### src/rtl/mem_arbiter.sv
// Shares one single-port RAM between the icache and dcache controllers, one word per grant.
// Latency: 2 cycles minimum from request to wait low (IDLE decision cycle, then the grant cycle).
// Backpressure: the ramready handshake; the losing requester sees wait=1 and holds its request.
//
// Optional feature macro: MEM_ARBITER_PERF_EN adds the icyc_wait/dcyc_wait stall counters.
//
// Ports:
//   CLK, RST                  rising-edge clock, asynchronous active-high reset
//   iREN, iaddr               icache read request and word address
//   iload, iwait              icache read data / hold indication
//   dREN, dWEN, daddr, dstore dcache read/write request, address, write data
//   dload, dwait              dcache read data / hold indication
//   ramREN, ramWEN            RAM read/write strobes (combinational from grant state)
//   ramaddr, ramstore         RAM address and write data
//   ramload, ramready         RAM read data and access-complete indication
//   icyc_wait, dcyc_wait      (MEM_ARBITER_PERF_EN only) cycles each side spent waiting

module mem_arbiter #(
   parameter int unsigned WORD_W       = 32,
   parameter int unsigned STARVE_LIMIT = 4
) (
   input  logic              CLK,
   input  logic              RST,
   input  logic              iREN,
   input  logic [WORD_W-1:0] iaddr,
   output logic [WORD_W-1:0] iload,
   output logic              iwait,
   input  logic              dREN,
   input  logic              dWEN,
   input  logic [WORD_W-1:0] daddr,
   input  logic [WORD_W-1:0] dstore,
   output logic [WORD_W-1:0] dload,
   output logic              dwait,
   output logic              ramREN,
   output logic              ramWEN,
   output logic [WORD_W-1:0] ramaddr,
   output logic [WORD_W-1:0] ramstore,
`ifdef MEM_ARBITER_PERF_EN
   output logic [31:0]       icyc_wait,
   output logic [31:0]       dcyc_wait,
`endif
   input  logic [WORD_W-1:0] ramload,
   input  logic              ramready
);

   localparam int unsigned CNT_W = $clog2(STARVE_LIMIT + 1);

   typedef enum logic [1:0] {
      IDLE = 2'd0,
      IGNT = 2'd1,
      DRD  = 2'd2,
      DWR  = 2'd3
   } state_t;

   state_t           state_q, state_d;
   logic [CNT_W-1:0] starve_q, starve_d;
   logic             starve_max;

   assign starve_max = (starve_q == CNT_W'(STARVE_LIMIT));

   always_ff @(posedge CLK or posedge RST) begin
      if (RST) begin
         state_q  <= IDLE;
         starve_q <= '0;
      end else begin
         state_q  <= state_d;
         starve_q <= starve_d;
      end
   end

   // All RAM strobes and requester responses are decoded from the registered
   // grant plus the live request, so a dropped request or a reset removes the
   // strobe in the same cycle without waiting for a clock edge.
   always_comb begin
      state_d  = state_q;
      starve_d = starve_q;
      ramREN   = 1'b0;
      ramWEN   = 1'b0;
      ramaddr  = '0;
      ramstore = '0;
      iwait    = 1'b1;
      dwait    = 1'b1;
      iload    = '0;
      dload    = '0;

      case (state_q)
         IDLE: begin
            // No icache demand means nobody is being starved.
            if (!iREN) begin
               starve_d = '0;
            end
            if (iREN && starve_max) begin
               state_d = IGNT;
            end else if (dWEN) begin
               state_d = DWR;
            end else if (dREN) begin
               state_d = DRD;
            end else if (iREN) begin
               state_d = IGNT;
            end
         end

         IGNT: begin
            if (iREN) begin
               ramREN  = 1'b1;
               ramaddr = iaddr;
               if (ramready) begin
                  iwait    = 1'b0;
                  iload    = ramload;
                  starve_d = '0;
                  state_d  = IDLE;
               end
            end else begin
               state_d = IDLE;
            end
         end

         DRD: begin
            // A write appearing mid-read is a different request: abort and re-arbitrate.
            if (dREN && !dWEN) begin
               ramREN  = 1'b1;
               ramaddr = daddr;
               if (ramready) begin
                  dwait   = 1'b0;
                  dload   = ramload;
                  state_d = IDLE;
                  if (iREN && !starve_max) begin
                     starve_d = starve_q + CNT_W'(1);
                  end
               end
            end else begin
               state_d = IDLE;
            end
         end

         DWR: begin
            // Falling back from write to read also aborts (dWEN is the live qualifier).
            if (dWEN) begin
               ramWEN   = 1'b1;
               ramaddr  = daddr;
               ramstore = dstore;
               if (ramready) begin
                  dwait   = 1'b0;
                  state_d = IDLE;
                  if (iREN && !starve_max) begin
                     starve_d = starve_q + CNT_W'(1);
                  end
               end
            end else begin
               state_d = IDLE;
            end
         end

         default: begin
            state_d = IDLE;
         end
      endcase
   end

`ifdef MEM_ARBITER_PERF_EN
   logic [31:0] icyc_q, dcyc_q;

   // Free-running stall counters; wrap naturally on overflow.
   always_ff @(posedge CLK or posedge RST) begin
      if (RST) begin
         icyc_q <= '0;
         dcyc_q <= '0;
      end else begin
         if (iREN && iwait) begin
            icyc_q <= icyc_q + 32'd1;
         end
         if ((dREN || dWEN) && dwait) begin
            dcyc_q <= dcyc_q + 32'd1;
         end
      end
   end

   assign icyc_wait = icyc_q;
   assign dcyc_wait = dcyc_q;
`endif

endmodule

### config.mk
export PLATFORM = sky130hd
export DESIGN_NAME = mem_arbiter
export DESIGN_NICKNAME = d
export VERILOG_FILES = /design/src/rtl/mem_arbiter.sv
export SDC_FILE = /design/constraint.sdc
export NUM_CORES = 1
export LEC_CHECK = 0
export CAP_MARGIN = 30
export CORE_AREA = 5 5 101 103
export DETAILED_ROUTE_END_ITERATION = 8
export DIE_AREA = 0 0 106 108
export GPL_TIMING_DRIVEN = 0
export PLACE_DENSITY_LB_ADDON = 0.08
export SLEW_MARGIN = 10
export SYNTH_ARGS = -nofsm -noshare
export SYNTH_HDL_FRONTEND = slang
export SYNTH_SLANG_ARGS = --single-unit
### constraint.sdc
create_clock -name CLK -period 1.85 [get_ports CLK]
set_input_delay 0.4625 -clock CLK [delete_from_list [all_inputs] [get_ports CLK]]
set_output_delay 0.4625 -clock CLK [all_outputs]
set_load 0.005 [all_outputs]
==> results.md <==
* Worst-skew pair later-pin latency at ~220 ps
* Post-synth EDFFs at 0
* GP Congestion at 0.802
* Worst-path maximum fanout at 6
* CTS max path bufs at 2
* Clock power share at 6.4%
* Layout Nets at 704
* Clk root buf: clkbuf_8
* Synth-to-Final Area Change at 223%
* Via-per-instance ratio at approximately 4.5
* LEAKAGE at approximately 2.6 nW
* WP data arrival at ~1800 ps
* Slew at the pin closest to its max-slew limit at roughly 510 ps
* R2R depth at 6
* Internal power at about 1.9 mW
* CP endpoint kind: primary output
* Switching share of power at approximately 40%
* Num rows at 35
* Starting Density at 17.3%
* Vias at 3027
* Syn Area/Cell at between 6 and 7 µm²
* Largest family of logic cells by synthesized area: simple AND/OR/NAND/NOR gates
* Die Width at 106 µm
* Fin. Hold Viols at 0
* Pin count of the biggest net entering global routing at 11
* Post-Synth Adder-Cell Area at ~5.6%
* Critical path class: flip-flop to primary output
* CTS tree: built
* Routed WL at around 12000 µm
* Pwr Density at between 600 and 700 mW/mm²
* Tmin final at approximately 2200 ps
* Ant diodes at 0
* Slew Limit Fails at 0
* Clk sinks at 5
* Post-synthesis cell area at between 0.0015 and 0.002 mm²
* Syn nets at roughly 380
* IO Pins at between 200 and 300
* Post-synth top area share at about a quarter
* Synth Warn # at 0
* Seq/Total Area, Yosys at under 10%
* Gr ovfl total at 0
* IO Port Bufs at ~270
* Seq pwr share at roughly 7%
* Commonest cells post-synth: and2_1 (66), nor2_1 (35), a22oi_1 (32)
* Register Area at between 100 and 150 µm²
* Seq cells post-synth at 5
* H-tree levels at 1
* Total GRT Usage at a little under a fifth
* Synth Flop Type: dfrtp_1
* DP Wirelength at 9300 µm
* Post-DRT Antenna Nets at 0
* Layout cells sized above 1 at between 50% and 60%
* Core ar. at about 0.009 mm²
* F_max at 0.448 GHz
* Ranking of synthesized cells by area: and2_1 (26%), a22oi_1 (15%), and3_1 (12%)
* Post-Syn Instances at 241
* Failing checks: setup timing
* Worst vdd ir at 0.394 mV
* Clock skew at about 4.4 ps
* RSZ-0062 raised after global routing: true
* Multi-input logic area at ~0.0017 mm²
* Finish-stage setup viols at 110
* Synth area leader: and2_1
* Post-route setup slack at -383 ps
* Die Ht at about 110 µm
* Async S/R FF share, synth at between 90% and 100%
* Filler cells at approximately 900
* Worst-path clk slew at roughly 40 ps
* Most common cell in the netlist: and2_1
* Distinct cells, synth at 32
* Setup TNS at -26710 ps
* Max cap viols at 0
* HP Class: input port to async pin
* Drt pass-1 iters at 4
* Crit share post-route at 121%
* Mean routed wirelength per cell at ~18 µm
* First-pass GRT wire length at 17000 µm
* Status: finished, violations left
* Number of buffers created by CTS at 3
* Initial antenna violation count at 0
* Synth Area in Simple Gates at between 50% and 60%
* NetSw at ~1.3 mW
* Slew Limit Headroom at roughly two thirds
* Worst EP required at around 1400 ps
* Worst setup SP type: flip-flop
* Hold_buf cts at 0
* DIE AREA at between 0.01 and 0.015 mm²
* Vias in the first global route at approximately 3000
* Synth Area in XOR/XNOR at 0%
* Drt drc at 0
* Iter 0 DRT Violations at 95
* Mux contribution to synthesized area at roughly 1.3%
* Comb power frac at between 80% and 90%
* Pre-CTS setup slack at -1170 ps
* Compound-Gate Fraction of Synth Area at 22.4%
final timing paths:
| path | start | end | slack (ps) |
|---|---|---|---|
| max in group asynchronous | RST | state_q[0]$_DFFE_PP0P_ | 1210 |
| worst min-delay path | RST | starve_q[0]$_DFFE_PP0P_ | 440 |
| worst max-delay path | state_q[1]$_DFFE_PP0P_ | ramaddr[15] | -380 |
| worst max register to register | state_q[1]$_DFFE_PP0P_ | starve_q[2]$_DFFE_PP0P_ | 0 |
| worst min register to register | starve_q[1]$_DFFE_PP0P_ | starve_q[1]$_DFFE_PP0P_ | 580 |
| min in group CLK | starve_q[1]$_DFFE_PP0P_ | starve_q[1]$_DFFE_PP0P_ | 580 |
cells by family after synthesis:
| logic type | after synthesis |
|---|---|
| buffers and inverters | 31 |
| AND/OR/NAND/NOR | 151 |
| adder cells (fa/ha/maj) | 7 |
| multiplexers | 2 |
| AO/OA/AOI/OAI | 45 |
| flip-flops | 5 |
final cells by class:
class	count	share of cell area, %
Tap cell	111	2.73
Clock buffer	4	0.886
Timing Repair Buffer	322	55.9
Multi-Input combinational cell	205	32.7
Inverter	6	0.443
Buffer	20	4.80
Sequential cell	5	2.51
sequential cells by signal, indices dropped and copies added, names as in the netlist:
| name | count |
|---|---|
| starve_q | 3 |
| state_q | 2 |
stage by stage:
| step | util, % | power, mW | hold WS, ps | area (µm²) | cells |
|---|---|---|---|---|---|
| 5_1_grt | 55.8 | 3.40 | 466 | 5080 | 673 |
| 2_1_floorplan | - | 1.22 | 241 | 1650 | 241 |
| 6_report | 55.8 | 3.15 | 443 | 5080 | 673 |
| 3_3_place_gp | 48.8 | 2.28 | 549 | 4440 | 617 |
| 4_1_cts | 54.1 | 2.95 | 448 | 4930 | 659 |
| 3_5_place_dp | 48.8 | 2.32 | 578 | 4440 | 617 |
layer usage:
layer / GRT usage (%) / share of wire, % / wire [µm]
met5: 0 / 0 / 0
met4: 5.37 / 2.5 / 298
met1: 19.0 / 35 / 4140
met2: 37.2 / 55 / 6520
met3: 4.36 / 7.0 / 827
power groups by stage:
stage / clock [mW] / combinational, mW / sequential (mW)
floorplan: 0 / 1.01 / 0.208
detailed placement: 0 / 2.10 / 0.221
global placement: 0 / 2.06 / 0.218
global route: 0.215 / 2.96 / 0.226
finish: 0.201 / 2.73 / 0.218
CTS: 0.206 / 2.52 / 0.225
worst max-delay path: stages, from the launching register on:
cell	delay, ps
dfrtp_2	450
ha_4	190
and2_4	130
nand2b_4	170
buf_8	140
buf_6	130
a22oi_2	150
nor2_1	60
buf_2	130
repair_timing:
| action | 4_1_cts | 5_1_grt |
|---|---|---|
| buffers inserted | 36 | 17 |
| gates resized for setup | 594 | 96 |
| pin swaps | 53 | 15 |
| hold endpoints to repair | 0 | 0 |
| cloned | 6 | 1 |
| endpoints found under the setup margin | 134 | 132 |
cells in the final DEF, fill, tap and decap left out, drive strengths merged, types with 3 or more instances in the layout:
cell type / count
buf: 170
clkdlybuf4s50: 129
and2: 67
nor2: 35
and3: 33
clkbuf: 33
a22oi: 32
ha: 7
clkdlybuf4s15: 6
nand2: 6
inv: 6
dlygate4sd2: 5
dfrtp: 5
dlymetal6s2s: 3
a21oi: 3
(Power assumes the default switching activity.)
==> RTL change, RTL diff (same settings) <==
`WORD_W`: 32 -> 16.
--- a/src/rtl/mem_arbiter.sv
+++ b/src/rtl/mem_arbiter.sv
@@ -16,7 +16,7 @@
 //   icyc_wait, dcyc_wait      (MEM_ARBITER_PERF_EN only) cycles each side spent waiting
 
 module mem_arbiter #(
-   parameter int unsigned WORD_W       = 32,
+   parameter int unsigned WORD_W       = 16,
    parameter int unsigned STARVE_LIMIT = 4
 ) (
    input  logic              CLK,
Ports: changed (8 resized); port bits go from 266 to 138. The function was not compared with the original's and may differ.
==> RTL change against the original RTL <==
  * The run still ends with setup timing left
  * Cell area decreased by 38%
  * Power fell by 26%
  * Synthesized area is 34% lower
  * Worst setup slack worse by 0.0067 ns
  * Combinational power is 29% lower
  * Sequential power shrank 3%
  * Register-to-register slack better by 0.03 ns
  * Sequential cell count unchanged
  * Cell count shrank 35%
  * Core utilization down 21 points
  * Routed wire length is 47% lower
  * Largest cell class unchanged
==> RTL change: results (changes against the original RTL) <==
[final_layout]
final_layout_size_suffix_gt1_frac=0.439  ; -0.0774
antenna_cells=0  ; unchanged
reg_top3=starve_q (3), state_q (2)
nets=404  ; -43%

[yosys]
syn_nets=227  ; -41%
synthTopCellsByCount=34 x and2_1, 20 x nor2_1, 17 x and3_1
ys_types=28  ; -13%
yosys_warnings=0  ; unchanged
synth_area_leaders=and2_1 21%, dfrtp_1 12%, a22oi_1 12%
ys_seq_area_frac=0.121  ; +0.0417
async_flop_share=1.00  ; unchanged
synthFlopType=dfrtp_1

[sta]
final.setup.worst_slack_ns=-0.390  ; -0.00675 ns
setup_violations=67  ; -39%
skew_ns=0.00117  ; -0.00320 ns
finalSetupTns_ns=-15.91  ; +10.81 ns
max_slew_margin=0.740  ; +0.0827

[power]
power.leakage_nw=1.50  ; -42%
vdd_drop_max_mv=0.410  ; +3.9%

[grt]
grt_max_degree=11  ; unchanged
antenna_found_initial=0  ; unchanged
grt_pass1_vias=1875  ; -39%
grt_pass1_wl_um=9490  ; -44%
grt_usage=0.101  ; -0.0847

[placement]
place_ws_ns=-1.38  ; -0.214 ns
hpwl_um=4950  ; -47%
port_buffers=137  ; -48%
place.gp.congestion=0.691  ; -14%

[critical_path]
cp.arrival_ns=1.78
r2r_setup_slack_ns=0.03  ; +0.03 ns
critPathSlowestCell=clkdlybuf4s50_1
slowest_delay_ns=0.50  ; +0.05 ns
critPathMaxFanout=10  ; +4

[hold_path]
hold_path_class=in -> async

[drt]
dr.pass1.iters=4  ; unchanged
drt-wirelength-per-cell_um=14.2  ; -19%
drt_iter0_markers=18  ; -81%
vias=1743  ; -42%

[clock_network]
insertion_delay_ns=0.21
clockBufferDepth=2  ; unchanged
cts_buffers=3  ; unchanged
h-tree-depth=1  ; unchanged
clkTransAtPathRegs_ns=0.03
cts_root_buf=clkbuf_8

[run_status]
violations=setup timing
status=complete, but fails checks

[run]
maxCapViolations=0  ; unchanged

## RTL change: report_power, final
part / internal (mW) / total (mW) / switching (mW)
registers: 0.159 / 0.211 / 0.0518
clock network: 0.147 / 0.193 / 0.0458
logic: 1.15 / 1.94 / 0.798
## RTL change: per-stage QoR
step | instances | cell area, um^2 | hold WS, ns | total power, mW
after global placement | 398 | 2550 | 0.559 | 1.56
after detailed placement | 398 | 2550 | 0.555 | 1.54
after CTS | 438 | 3060 | 0.451 | 2.31
after global routing | 437 | 3140 | 0.473 | 2.55
after floorplan | 150 | 1040 | 0.241 | 0.863
final | 437 | 3140 | 0.447 | 2.35
## RTL change: metal layers
metal	routed length, um	share of wire	global-route usage
met4	33	0.0053	0.0176
met3	431	0.069	0.0287
met5	0	0	0
met1	2460	0.40	0.113
met2	3300	0.53	0.191
## RTL change: critical path, delay by kind of cell, from the launching register on
kind	cells	cell delay (ns)
buf+inv	3	0.80
flops	1	0.41
simple gates	1	0.14
fa+ha+maj	1	0.20
## RTL change: worst paths after layout
path,cells after the start,start,to
worst max-delay path,5,state_q[0],ramstore[8]
worst min-delay path,2,RST,starve_q[0]
worst max register to register,7,state_q[1],starve_q[2]
worst min register to register,2,starve_q[1],starve_q[1]
max in group asynchronous,2,RST,state_q[0]
min in group CLK,2,starve_q[1],starve_q[1]
## RTL change: cell families (layout without fill, tap and decap cells)
| kind of cell | count (synthesis) | in the layout | share of synthesized area |
|---|---|---|---|
| adders and majority gates | 7 | 7 | 0.0848 |
| DFF | 5 | 5 | 0.121 |
| buffers and inverters | 19 | 195 | 0.0703 |
| AOI/OAI and AO/OA | 30 | 30 | 0.224 |
| muxes | 2 | 2 | 0.0194 |
| and+or+nand+nor | 87 | 87 | 0.480 |
## RTL change: timing repair
| action | CTS | global route |
|---|---|---|
| setup buffers | 37 | 5 |
| pin swaps | 18 | 22 |
| setup endpoints to repair | 71 | 69 |
| gates cloned | 1 | 0 |
| resized for setup | 272 | 34 |
## RTL change: cell type report
class                      instances  area (um^2)
buffer                             9          121
clock buffer                       4         45.0
fill                             968         5970
inverter                           7         28.8
multi-input combinational        126         1040
sequential                         5          128
tap                              111          139
timing repair buffer             175         1640
